[src/rtl/vga_timing_gen.sv]
// Raster timing generator: divided pixel strobe, position counters, sync/blank decode, frame counter.
// Latency: every output is decoded from the same div/hpos/vpos registers, so all describe one pixel.
// Backpressure: none; free-running from reset.
module vga_timing_gen #(
    parameter int H_ADDR    = 640,
    parameter int H_FRONT   = 16,
    parameter int H_SYNC    = 96,
    parameter int H_BACK    = 48,
    parameter int V_ADDR    = 480,
    parameter int V_FRONT   = 10,
    parameter int V_SYNC    = 2,
    parameter int V_BACK    = 33,
    parameter bit HSYNC_POL = 1'b0,
    parameter bit VSYNC_POL = 1'b0,
    parameter int CLK_DIV   = 1,
    parameter int W         = 10,
    parameter int FW        = 8
) (
    input  logic          clk,
    input  logic          reset,
    output logic          pix_stb,
    output logic [W-1:0]  hpos,
    output logic [W-1:0]  vpos,
    output logic          hsync,
    output logic          vsync,
    output logic          display_on,
    output logic          hblank,
    output logic          vblank,
    output logic          line_start,
    output logic          frame_start,
    output logic [FW-1:0] frame_cnt
);
    localparam int H_TOTAL = H_ADDR + H_FRONT + H_SYNC + H_BACK;
    localparam int V_TOTAL = V_ADDR + V_FRONT + V_SYNC + V_BACK;
    localparam int DW      = (CLK_DIV > 1) ? $clog2(CLK_DIV) : 1;
    localparam int WX      = W + 1;

    localparam logic [DW-1:0] DIV_LAST = DW'(CLK_DIV - 1);
    localparam logic [W-1:0]  H_LAST   = W'(H_TOTAL - 1);
    localparam logic [W-1:0]  V_LAST   = W'(V_TOTAL - 1);
    // One extra bit so a sync pulse ending exactly at TOTAL still compares correctly.
    localparam logic [WX-1:0] HB_START = WX'(H_ADDR);
    localparam logic [WX-1:0] HS_START = WX'(H_ADDR + H_FRONT);
    localparam logic [WX-1:0] HS_END   = WX'(H_ADDR + H_FRONT + H_SYNC);
    localparam logic [WX-1:0] VB_START = WX'(V_ADDR);
    localparam logic [WX-1:0] VS_START = WX'(V_ADDR + V_FRONT);
    localparam logic [WX-1:0] VS_END   = WX'(V_ADDR + V_FRONT + V_SYNC);

    logic [DW-1:0] div_q, div_d;
    logic [W-1:0]  hpos_q, hpos_d;
    logic [W-1:0]  vpos_q, vpos_d;
    logic [FW-1:0] fcnt_q, fcnt_d;
    logic          h_wrap, v_wrap;
    logic [WX-1:0] hpos_x, vpos_x;
    logic          hs_act, vs_act;

    assign pix_stb = (div_q == DIV_LAST);
    assign h_wrap  = (hpos_q == H_LAST);
    assign v_wrap  = (vpos_q == V_LAST);

    always_comb begin
        div_d  = pix_stb ? '0 : div_q + DW'(1);
        hpos_d = hpos_q;
        vpos_d = vpos_q;
        fcnt_d = fcnt_q;
        if (pix_stb) begin
            if (h_wrap) begin
                hpos_d = '0;
                if (v_wrap) begin
                    vpos_d = '0;
                    fcnt_d = fcnt_q + FW'(1);
                end else begin
                    vpos_d = vpos_q + W'(1);
                end
            end else begin
                hpos_d = hpos_q + W'(1);
            end
        end
    end

    always_ff @(posedge clk) begin
        if (reset) begin
            div_q  <= '0;
            hpos_q <= '0;
            vpos_q <= '0;
            fcnt_q <= '0;
        end else begin
            div_q  <= div_d;
            hpos_q <= hpos_d;
            vpos_q <= vpos_d;
            fcnt_q <= fcnt_d;
        end
    end

    assign hpos_x = {1'b0, hpos_q};
    assign vpos_x = {1'b0, vpos_q};

    assign hblank      = (hpos_x >= HB_START);
    assign vblank      = (vpos_x >= VB_START);
    assign display_on  = ~hblank & ~vblank;
    assign hs_act      = (hpos_x >= HS_START) && (hpos_x < HS_END);
    assign vs_act      = (vpos_x >= VS_START) && (vpos_x < VS_END);
    assign hsync       = hs_act ~^ HSYNC_POL;
    assign vsync       = vs_act ~^ VSYNC_POL;
    assign line_start  = (hpos_q == '0) && (div_q == '0);
    assign frame_start = line_start && (vpos_q == '0);

    assign hpos      = hpos_q;
    assign vpos      = vpos_q;
    assign frame_cnt = fcnt_q;
endmodule

[config.mk]
export PLATFORM = sky130hd
export DESIGN_NAME = vga_timing_gen
export DESIGN_NICKNAME = d
export VERILOG_FILES = /design/src/rtl/vga_timing_gen.sv
export SDC_FILE = /design/constraint.sdc
export NUM_CORES = 1
export LEC_CHECK = 0
export ABC_AREA = 0
export ABC_CLOCK_PERIOD_IN_PS = 3700
export CAP_MARGIN = 30
export CORE_ASPECT_RATIO = 0.8
export CORE_MARGIN = 8
export CORE_UTILIZATION = 29
export DETAILED_ROUTE_END_ITERATION = 16
export GPL_TIMING_DRIVEN = 0
export SYNTH_ARGS = -nofsm -noshare
export SYNTH_HDL_FRONTEND = slang
export SYNTH_SLANG_ARGS = --single-unit
[constraint.sdc]
create_clock -name clk -period 3.7 [get_ports clk]
set_clock_uncertainty 0.05 [all_clocks]
set_input_delay 0.74 -clock clk [delete_from_list [all_inputs] [get_ports clk]]
set_output_delay 0.74 -clock clk [all_outputs]
set_load 0.005 [all_outputs]
Word level (Yosys, flattened, before mapping)
Index checks and enable logic that the tools add are counted.

cells by class
  add/sub/neg operators = 4
  magnitude comparators = 6
  equality and inequality tests = 2
  mux-type cells = 2
  bitwise operators = 6
  reductions and logical operators = 9

operator list
  operator                                               number
  adder 10 x 1 -> 10 bit (second input constant)         2
  equality test 10 bit (second input constant)           2
  >= comparator 10 bit (second input constant)           2
  >= comparator 10 x 9 -> 1 bit (second input constant)  2
  zero test 10 bit                                       2
  2-to-1 mux 10 bit                                      2
  < comparator 10 bit (second input constant)            1
  < comparator 10 x 9 -> 1 bit (second input constant)   1
  adder 8 x 1 -> 8 bit (second input constant)           1
  inverter 1 bit                                         5
  logical AND 1 bit                                      4
  AND reduction 3 bit                                    1
  AND reduction 2 bit                                    1
  OR reduction 2 bit                                     1
  adder 1 bit (second input constant)                    1
  AND 1 bit                                              1

storage, ports and cells
  register bits = 29
  input port bits = 2
  output and inout port bits = 36
  logic and storage cells = 33

Depth between registers and ports, before layout
Gate-level depths: netlist of the first run.

  depth after elaboration = 3
  depth in mapped cells = 8

Worst setup path before layout of the first run
No wires, ideal clock.

  path type = register to output
  from = register hpos_q[4] (netlist: hpos[4])
  to = output port frame_start
  arrival = 1,650 ps
  slack = 1,260 ps
  cell stages (with the launch flop) = 5
  path buffers = 1
  cells stage by stage = dfxtp_1 > clkbuf_1 > or4b_2 > nor4_1 > and3_1

between the ends
  longest elaborated chain between the ends = 3

RTL lines
  what                    line  source
  from (decl)             50    logic [W-1:0] hpos_q, hpos_d;
  from (signal assigned)  89    hpos_q <= hpos_d;
  zero test 10 bit        105   assign line_start = (hpos_q == '0) && (div_q == '0);
  logical AND 1 bit       105
  named net line_start    29    output logic line_start,
  logical AND 1 bit       106   assign frame_start = line_start && (vpos_q == '0);
  to (decl)               30    output logic frame_start,

The timed path passes the listed nets, and every way through them passes these cells.

Worst setup path after layout of the first run
  from = register hpos_q[4] (netlist: hpos[4])
  to = output port frame_start

between the ends
  longest elaborated chain between the ends = 3

RTL lines
  what               line
  zero test 10 bit   105
  logical AND 1 bit  105
  logical AND 1 bit  106

Every way passes these cells.

==> flow_metrics.env, run 1 <==
export IMPL_outcome="finished clean"
export IMPL_vias=1482
export IMPL_fmax_mhz=290
export IMPL_r2r_end="frame_cnt[6]"
export IMPL_die_w_um=96.4
export IMPL_synth_edf_count=0
export IMPL_layout_drive_gt1_share_pct=5.31
export IMPL_tns_ps=0
export IMPL_fin_nets=233
export IMPL_worst_ep_arrival_time_ps=2650
export IMPL_antenna_cells=0
export IMPL_synthArstFlopShare_pct=0
export IMPL_layout_common_cells="clkdlybuf4s50_1, dfxtp_1, nor2_1, a21oi_1, nand3_1"
export IMPL_cp_end_kind="primary output"
export IMPL_cts_tree="built"
export IMPL_p_int_uw=480
export IMPL_holdCritStartpoint="frame_cnt[7]"
export IMPL_drt_iter0_drc=114
export IMPL_pwr_share_clk_pct=43.4
export IMPL_startpoint_type="flop"
export IMPL_finalCritPeriodShare_pct=93.1
export IMPL_gr_usage_met2_pct=16.7
export IMPL_numCtsBuffers=5
export IMPL_grt_pass1_wl_mm=6.87
export IMPL_gp_congestion=0.820
export IMPL_wirelength_mm=4.18
export IMPL_antenna_found_initial=0
export IMPL_holdBufCountCts=0
export IMPL_final_hold_violation_count=0
export IMPL_rsz0062_at_grt="no"
export IMPL_postLayoutCellArea_mm2=0.00204
export IMPL_crit_reg2reg_launch="hpos[0]"
export IMPL_yosysWarnings=0
export IMPL_period_minus_slack_ps=3440
export IMPL_synth_seq_cells=29
export IMPL_crit_fanout=10
export IMPL_grtUsageTotal_pct=11.3
export IMPL_synth_area_mm2=0.00150
export IMPL_comb_power_share_pct=5.2
export IMPL_yosysSeqAreaShare_pct=38.7
export IMPL_synthFlopType="dfxtp_1"
export IMPL_cts_htree_levels=2
export IMPL_grt_busiest_layer="met2"
export IMPL_dp_hpwl_mm=3.05
export IMPL_placedCellCount=281
export IMPL_via_per_inst=5.15
export IMPL_critPathRequiredTime_ps=2910
export IMPL_hold_path_depth=2
export IMPL_die_y_um=80.4
export IMPL_core_area_mm2=0.00501
export IMPL_root_buffer="clkbuf_8"
export IMPL_drc=0
export IMPL_start_util_pct=30.0
export IMPL_p_sw_uw=141
export IMPL_placed_area_mm2=0.00195
export IMPL_utilization_pct=40.7
export IMPL_clkLatencyLatePin_ps=290
export IMPL_cts_sinks=29
export IMPL_crit_start="hpos[4]"
export IMPL_worst_r2r_setup_slack_ps=1360
export IMPL_cts_reportedPaths_clkPinSlew_ps=60
export IMPL_ff_latch_area_um2=581
export IMPL_instances_no_fill=288
export IMPL_cts_resized_gates=0
export IMPL_hold_class="flop to flop"
export IMPL_final_antenna_net_count=0
export IMPL_setup_slack_ps=256
export IMPL_multi_input_area_um2=845
export IMPL_clk_path_buf_depth=2
export IMPL_cts_setup_buffers=0
export IMPL_drt_pre_antenna_iters=4
export IMPL_pwr_share_seq_pct=51.4
export IMPL_synth_nets=189
export IMPL_fp_row_count=23
export IMPL_setup_viol=0
export IMPL_gr_total_overflow=0
export IMPL_ios=38
export IMPL_power_density_mw_per_mm2=305
export IMPL_synth_cells=182
export IMPL_ir_worst_vdd_uv=146
export IMPL_grt_max_degree=11
export IMPL_met1_usage_pct=14.5
export IMPL_layout_commonest_cell="clkdlybuf4s50_1"
export IMPL_fill_cells=548
export IMPL_io_buffers=37
export IMPL_worst_hold_path_endpoint="frame_cnt[7]"
export IMPL_place_ws_ps=534
export IMPL_synth_distinct_cells=33
export IMPL_met3_usage_pct=4.84
export IMPL_p_leak_uw=0.000677
export IMPL_worstSetupPathType="flop to primary output"
export IMPL_rr_worst_depth=7
export IMPL_grt_pass1_vias=1390
export IMPL_drt_wirelength_per_cell_um=14.5
export IMPL_swShare_pct=22.6
export IMPL_slew_viol_final=0
export IMPL_maxCapViolCount=0
export IMPL_die_area_mm2=0.00775
export IMPL_synth_avg_cell_area_um2=8.25
export IMPL_syn2layout_area_growth_pct=35.6
-- final cells by class --
cell class | instances | area share (%)
Inverter | 6 | 1.11
Tap cell | 62 | 3.81
Clock buffer | 7 | 4.24
Multi-Input combinational cell | 134 | 41.5
Timing Repair Buffer | 37 | 18.2
Sequential cell | 29 | 28.5
Buffer | 13 | 2.64
-- cells in the mapped netlist (all sizes together), types with 2 or more instances --
library cell | count | area [um2]
o31ai | 9 | 67.6
and4b | 2 | 20.0
nor2 | 17 | 63.8
nand3b | 2 | 15.0
a21oi | 16 | 80.1
nand4b | 2 | 17.5
clkbuf | 10 | 38.8
nor3 | 5 | 25.0
inv | 6 | 22.5
and3 | 4 | 25.0
buf | 3 | 15.0
dfxtp | 29 | 581
ha | 5 | 62.6
o21ai | 6 | 30.0
or4 | 11 | 86.3
nand4 | 6 | 37.5
nand3 | 13 | 65.1
nor2b | 2 | 12.5
xor2 | 5 | 43.8
xnor2 | 6 | 52.6
nand2b | 3 | 18.8
nand2 | 7 | 26.3
or3 | 5 | 31.3
-- flip-flops by register name (all words and copies together), names as in the netlist --
signal / flops
div_q: 1
hpos: 10
vpos: 10
frame_cnt: 8
-- worst max-delay path, stage by stage (launching register included) --
cell	delay, ps
dfxtp_1	310
clkbuf_1	210
or4b_2	710
nor4_1	380
and3_1	250
clkdlybuf4s50_1	500
-- metal layers --
metal,part of all wire [%],up-vias
met1,49,684
met5,0,-
li1,-,750
met4,1.1,0
met2,42,41
met3,7.9,7
-- kinds of logic after synthesis --
group / after synthesis / synth area share, %
buf+inv: 19 / 5.08
fa+ha+maj: 5 / 4.17
flops: 29 / 38.7
simple gates: 83 / 31.8
other cells: 1 / 0.250
compound gates: 33 / 12.9
xor+xnor: 11 / 6.42
mux: 1 / 0.667
-- worst max-delay path by stage --
stage,endpoint,cells after the start,slack (ps)
CTS,frame_start,5,210
global placement,frame_start,5,550
floorplan,frame_start,4,1260
global route,frame_start,5,150
finish,frame_start,5,260
detailed placement,frame_start,5,530
-- through the flow --
stage | hold WS, ps | total power (uW)
after global placement | 420 | 358
final | 431 | 621
after floorplan | 418 | 341
after global routing | 485 | 646
after detailed placement | 423 | 359
after CTS | 434 | 627
-- power groups by stage --
stage | logic (uW) | registers (uW) | clock network, uW
floorplan | 15.7 | 325 | 0
global placement | 32.5 | 326 | 0
detailed placement | 33.1 | 326 | 0
CTS | 33.1 | 319 | 275
global route | 35.5 | 319 | 292
finish | 32.3 | 319 | 269
(Power assumes the default switching activity.)
==> run 2, diff against run 1 <==
--- a/config.mk
+++ b/config.mk
@@ -10,9 +10,10 @@
 export CAP_MARGIN = 30
 export CORE_ASPECT_RATIO = 0.8
 export CORE_MARGIN = 8
-export CORE_UTILIZATION = 29
+export CORE_UTILIZATION = 50
 export DETAILED_ROUTE_END_ITERATION = 16
 export GPL_TIMING_DRIVEN = 0
+export PLACE_DENSITY = 0.81
 export SYNTH_ARGS = -nofsm -noshare
 export SYNTH_HDL_FRONTEND = slang
 export SYNTH_SLANG_ARGS = --single-unit
==> run 2 against run 1 <==
First-iteration DRC count shrank 26%. Power shrank 0.34%. Highest routed layer unchanged. Maximum frequency grew 2.7%. Worst hold slack gained 16 ps. Largest power group unchanged. Die area shrank 35%.
==> flow_metrics.env, run 2 (synthesis results as in run 1) <==
export IMPL_cts_setup_buffers=0
export IMPL_critical_path_cell_chain="clkbuf_1 -> or4b_2 -> nor4_1 -> and3_1 -> clkdlybuf4s50_1"
export IMPL_wirelength_mm=4.26
export IMPL_via_per_inst=5.76
export IMPL_die_y_um=65.0
export IMPL_crit_reg2reg_launch="hpos[0]"
export IMPL_io_buffers=37
export IMPL_cts_tree="built"
export IMPL_numCtsBuffers=5
export IMPL_grtUsageTotal_pct=17.5
export IMPL_hold_path_depth=2
export IMPL_slew_viol_final=0
export IMPL_worst_ep_arrival_time_ps=2560
export IMPL_layout_drive_gt1_share_pct=5.31
export IMPL_worst_hold_path_endpoint="frame_cnt[7]"
export IMPL_maxCapViolCount=0
export IMPL_worstSetupPathType="flop to primary output"
export IMPL_final_hold_violation_count=0
export IMPL_cpMaxStageDelayCell="or4b_2"
export IMPL_critPathRequiredTime_ps=2910
export IMPL_crit_fanout=10
export IMPL_clkLatencyLatePin_ps=290
export IMPL_fin_nets=233
export IMPL_cts_reportedPaths_clkPinSlew_ps=60
export IMPL_clk_path_buf_depth=2
export IMPL_fmax_mhz=298
export IMPL_dp_hpwl_mm=3.03
export IMPL_core_area_mm2=0.00281
export IMPL_grt_pass1_wl_mm=7.11
export IMPL_die_w_um=77.3
export IMPL_max_stage_delay_ps=710
export IMPL_fp_row_count=17
export IMPL_startpoint_type="flop"
export IMPL_period_minus_slack_ps=3350
export IMPL_setup_viol=0
export IMPL_drt_iter0_drc=84
export IMPL_gp_congestion=0.850
export IMPL_rr_worst_depth=8
export IMPL_worst_r2r_setup_slack_ps=1350
export IMPL_start_util_pct=53.5
export IMPL_power_total_uw=618
export IMPL_drc=0
export IMPL_ios=38
export IMPL_holdCritStartpoint="frame_cnt[7]"
export IMPL_die_area_mm2=0.00502
export IMPL_antenna_cells=0
export IMPL_grt_pass1_vias=1516
export IMPL_antenna_found_initial=0
export IMPL_utilization_pct=71.4
export IMPL_layout_common_cells="clkdlybuf4s50_1, dfxtp_1, nor2_1, a21oi_1, nand3_1"
export IMPL_cp_top_family="simple AND/OR/NAND/NOR gates"
export IMPL_place_ws_ps=650
export IMPL_cts_htree_levels=2
export IMPL_cts_sinks=29
export IMPL_rsz0062_at_grt="no"
export IMPL_tns_ps=0
export IMPL_grt_max_degree=11
export IMPL_r2r_end="vpos[5]"
export IMPL_ir_worst_vdd_uv=248
export IMPL_root_buffer="clkbuf_8"
export IMPL_layout_commonest_cell="clkdlybuf4s50_1"
export IMPL_gr_total_overflow=0
export IMPL_cp_end_kind="primary output"
export IMPL_hold_class="flop to flop"
export IMPL_finalCritPeriodShare_pct=90.7
export IMPL_drt_wirelength_per_cell_um=16.2
export IMPL_final_antenna_net_count=0
export IMPL_syn2layout_area_growth_pct=33.6
export IMPL_cts_resized_gates=0
export IMPL_holdBufCountCts=0
export IMPL_setup_slack_ps=346
export IMPL_path_buf_inv=2
export IMPL_vias=1520
export IMPL_drt_pre_antenna_iters=4
export IMPL_outcome="finished clean"
export IMPL_p_leak_uw=0.000677
export IMPL_power_density_mw_per_mm2=308
-- run 2: worst max path at each step --
stage | cells after the start | end | start
after CTS | 5 | frame_start | hpos[4]
after global placement | 5 | frame_start | hpos[4]
after global routing | 5 | frame_start | hpos[4]
final | 5 | frame_start | hpos[4]
after detailed placement | 5 | frame_start | hpos[4]
after floorplan | 4 | frame_start | hpos[4]
-- run 2: worst register-to-register path: stages, from the launching register on --
cell and delay, ps:
dfxtp_1 410, ha_1 190, and4b_1 200, clkbuf_2 170, nand4_1 220, clkbuf_1 300
buf_2 260, o31ai_1 320, a21oi_1 100
-- run 2: stage by stage --
stage	instances	hold WS, ps	instance area [um2]
floorplan	182	418	1500
global placement	257	415	1920
detailed placement	257	442	1920
CTS	264	450	2010
global route	264	475	2010
finish	264	446	2010
-- run 2: layer usage --
metal	wire (um)	track usage, %	vias to the layer above
met2	2060	28.2	51
met1	1870	20.1	714
met4	39	8.92	0
met3	297	6.20	6
met5	0	0	-
li1	-	-	749
-- run 2: power by group --
part	leakage (uW)	internal, uW	switching (uW)
Clock	0.0000443	147	119
Combinational	0.000399	17.6	15.5
Sequential	0.000234	315	3.41
-- run 2: layout make-up --
type | count | area, um2
buffer | 13 | 53.8
timing repair buffer | 37 | 370
sequential | 29 | 581
fill | 232 | 802
clock buffer | 7 | 86.3
multi-input combinational | 134 | 845
inverter | 6 | 22.5
tap | 38 | 47.5
==> run 3, diff against run 2 <==
--- a/config.mk
+++ b/config.mk
@@ -12,7 +12,6 @@
 export CORE_MARGIN = 8
 export CORE_UTILIZATION = 50
 export DETAILED_ROUTE_END_ITERATION = 16
-export GPL_TIMING_DRIVEN = 0
 export PLACE_DENSITY = 0.81
 export SYNTH_ARGS = -nofsm -noshare
 export SYNTH_HDL_FRONTEND = slang
==> run 3 against run 2 <==
Die area did not move. Critical endpoint unchanged. Final cell count is 4.9% lower. Sequential share of layout area grew 0.80 points. Largest power group unchanged. Non-clock buffer count decreased by 13. Final area fell by 2.7%. Global-route usage is 1.5 points lower. First-iteration DRC count increased by 46%.
==> flow_metrics.env, run 3 (synthesis results as in run 1) <==
export IMPL_outcome="finished clean"
export IMPL_crit_start="hpos[0]"
export IMPL_utilization_pct=69.5
export IMPL_comb_power_share_pct=5.1
export IMPL_drt_wirelength_per_cell_um=15.8
export IMPL_drt_iter0_drc=123
export IMPL_vias=1472
export IMPL_final_antenna_net_count=0
export IMPL_fin_nets=220
export IMPL_cpMaxStageDelayCell="or4b_2"
export IMPL_p_sw_uw=129
export IMPL_cts_reportedPaths_clkPinSlew_ps=60
export IMPL_grtUsageTotal_pct=16.0
export IMPL_start_util_pct=53.5
export IMPL_cts_setup_buffers=0
export IMPL_cts_sinks=29
export IMPL_finalCritPeriodShare_pct=88.0
export IMPL_clkLatencyLatePin_ps=270
export IMPL_path_buf_inv=2
export IMPL_critPathRequiredTime_ps=2910
export IMPL_die_area_mm2=0.00502
export IMPL_worstSetupPathType="flop to primary output"
export IMPL_instances_no_fill=251
export IMPL_dp_hpwl_mm=2.79
export IMPL_grt_max_degree=25
export IMPL_drt_pre_antenna_iters=4
export IMPL_power_density_mw_per_mm2=312
export IMPL_gr_total_overflow=0
export IMPL_placedCellCount=244
export IMPL_fmax_mhz=307
export IMPL_cp_top_family="simple AND/OR/NAND/NOR gates"
export IMPL_root_buffer="clkbuf_8"
export IMPL_r2r_end="frame_cnt[3]"
export IMPL_worst_pin_slew_ps=900
export IMPL_worst_ep_arrival_time_ps=2470
export IMPL_cp_end_kind="primary output"
export IMPL_layout_common_cells="clkdlybuf4s50_1, dfxtp_1, nor2_1, a21oi_1, nand3_1"
export IMPL_pwr_share_seq_pct=52.6
export IMPL_max_stage_delay_ps=570
export IMPL_holdBufCountCts=0
export IMPL_period_minus_slack_ps=3260
export IMPL_core_area_mm2=0.00281
export IMPL_swShare_pct=21.2
export IMPL_max_slew_margin_rel_pct=39.8
export IMPL_ios=38
export IMPL_worst_r2r_setup_slack_ps=950
export IMPL_crit_fanout=5
export IMPL_grt_pass1_vias=1384
export IMPL_cts_tree="built"
export IMPL_fp_row_count=17
export IMPL_crit_end="frame_start"
export IMPL_drc=0
export IMPL_pwr_share_clk_pct=42.4
export IMPL_layout_commonest_cell="clkdlybuf4s50_1"
export IMPL_tns_ps=0
export IMPL_setup_viol=0
export IMPL_gp_congestion=0.855
export IMPL_maxCapViolCount=0
export IMPL_die_y_um=65.0
export IMPL_hold_class="flop to flop"
export IMPL_path_depth=6
export IMPL_p_leak_uw=0.000655
export IMPL_rr_worst_depth=5
export IMPL_crit_reg2reg_launch="hpos[0]"
export IMPL_antenna_cells=0
export IMPL_cts_resized_gates=0
export IMPL_startpoint_type="flop"
export IMPL_die_w_um=77.3
export IMPL_final_hold_violation_count=0
export IMPL_rsz0062_at_grt="no"
export IMPL_critical_path_cell_chain="inv_1 -> ha_1 -> or4b_2 -> nor4_1 -> and3_1 -> clkdlybuf4s50_1"
export IMPL_syn2layout_area_growth_pct=30.0
export IMPL_via_per_inst=5.86
export IMPL_antenna_found_initial=0
export IMPL_p_int_uw=479
export IMPL_cts_htree_levels=2
export IMPL_layout_drive_gt1_share_pct=3.76
export IMPL_slew_viol_final=0
export IMPL_grt_pass1_wl_mm=6.57
export IMPL_numCtsBuffers=5
export IMPL_ir_worst_vdd_uv=294
export IMPL_clk_path_buf_depth=2
export IMPL_io_buffers=37
export IMPL_wirelength_mm=3.97
## run 3: worst register-to-register path: cells and delay by family (launching register included)
family / cells / cell delay (ps)
compound gates: 1 / 160
fa+ha+maj: 1 / 190
flops: 1 / 400
simple gates: 3 / 1870
## run 3: power by group through the flow
stage          Clock [uW]  Sequential [uW]  Combinational, uW
2_1_floorplan           0              325               15.7
3_3_place_gp            0              326               29.6
3_5_place_dp            0              326               30.4
4_1_cts               264              319               30.9
5_1_grt               278              320               33.2
6_report              258              320               30.8
## run 3: area by class of cell
cell class	count	area, um2
Clock buffer	7	86.3
Fill cell	250	856
Inverter	6	22.5
Multi-Input combinational cell	134	845
Sequential cell	29	581
Tap cell	38	47.5
Timing Repair Buffer	37	370
## run 3: through the flow
step	setup WS [ps]	hold slack, ps	instance area, um2	total power, uW
6_report	443	437	1950	608
5_1_grt	389	480	1950	631
4_1_cts	479	441	1950	615
3_5_place_dp	796	433	1870	357
3_3_place_gp	850	410	1870	355
2_1_floorplan	1260	418	1500	341
## run 3: how the worst min path moves through the flow
| stage | startpoint | end | cells after the start |
|---|---|---|---|
| final | frame_cnt[7] | frame_cnt[7] | 2 |
| after global routing | frame_cnt[5] | frame_cnt[5] | 2 |
| after CTS | frame_cnt[7] | frame_cnt[7] | 2 |
| after detailed placement | frame_cnt[7] | frame_cnt[7] | 2 |
| after global placement | frame_cnt[7] | frame_cnt[7] | 2 |
| after floorplan | frame_cnt[7] | frame_cnt[7] | 2 |
## run 3: routing by layer
metal | up-vias | GRT usage (%) | wire length (um) | share of wire, %
li1 | 720 | - | - | -
met1 | 696 | 18.5 | 1720 | 43
met2 | 49 | 26.2 | 1890 | 48
met3 | 7 | 6.47 | 303 | 7.6
met4 | 0 | 5.87 | 53 | 1.3
met5 | - | 0 | 0 | 0
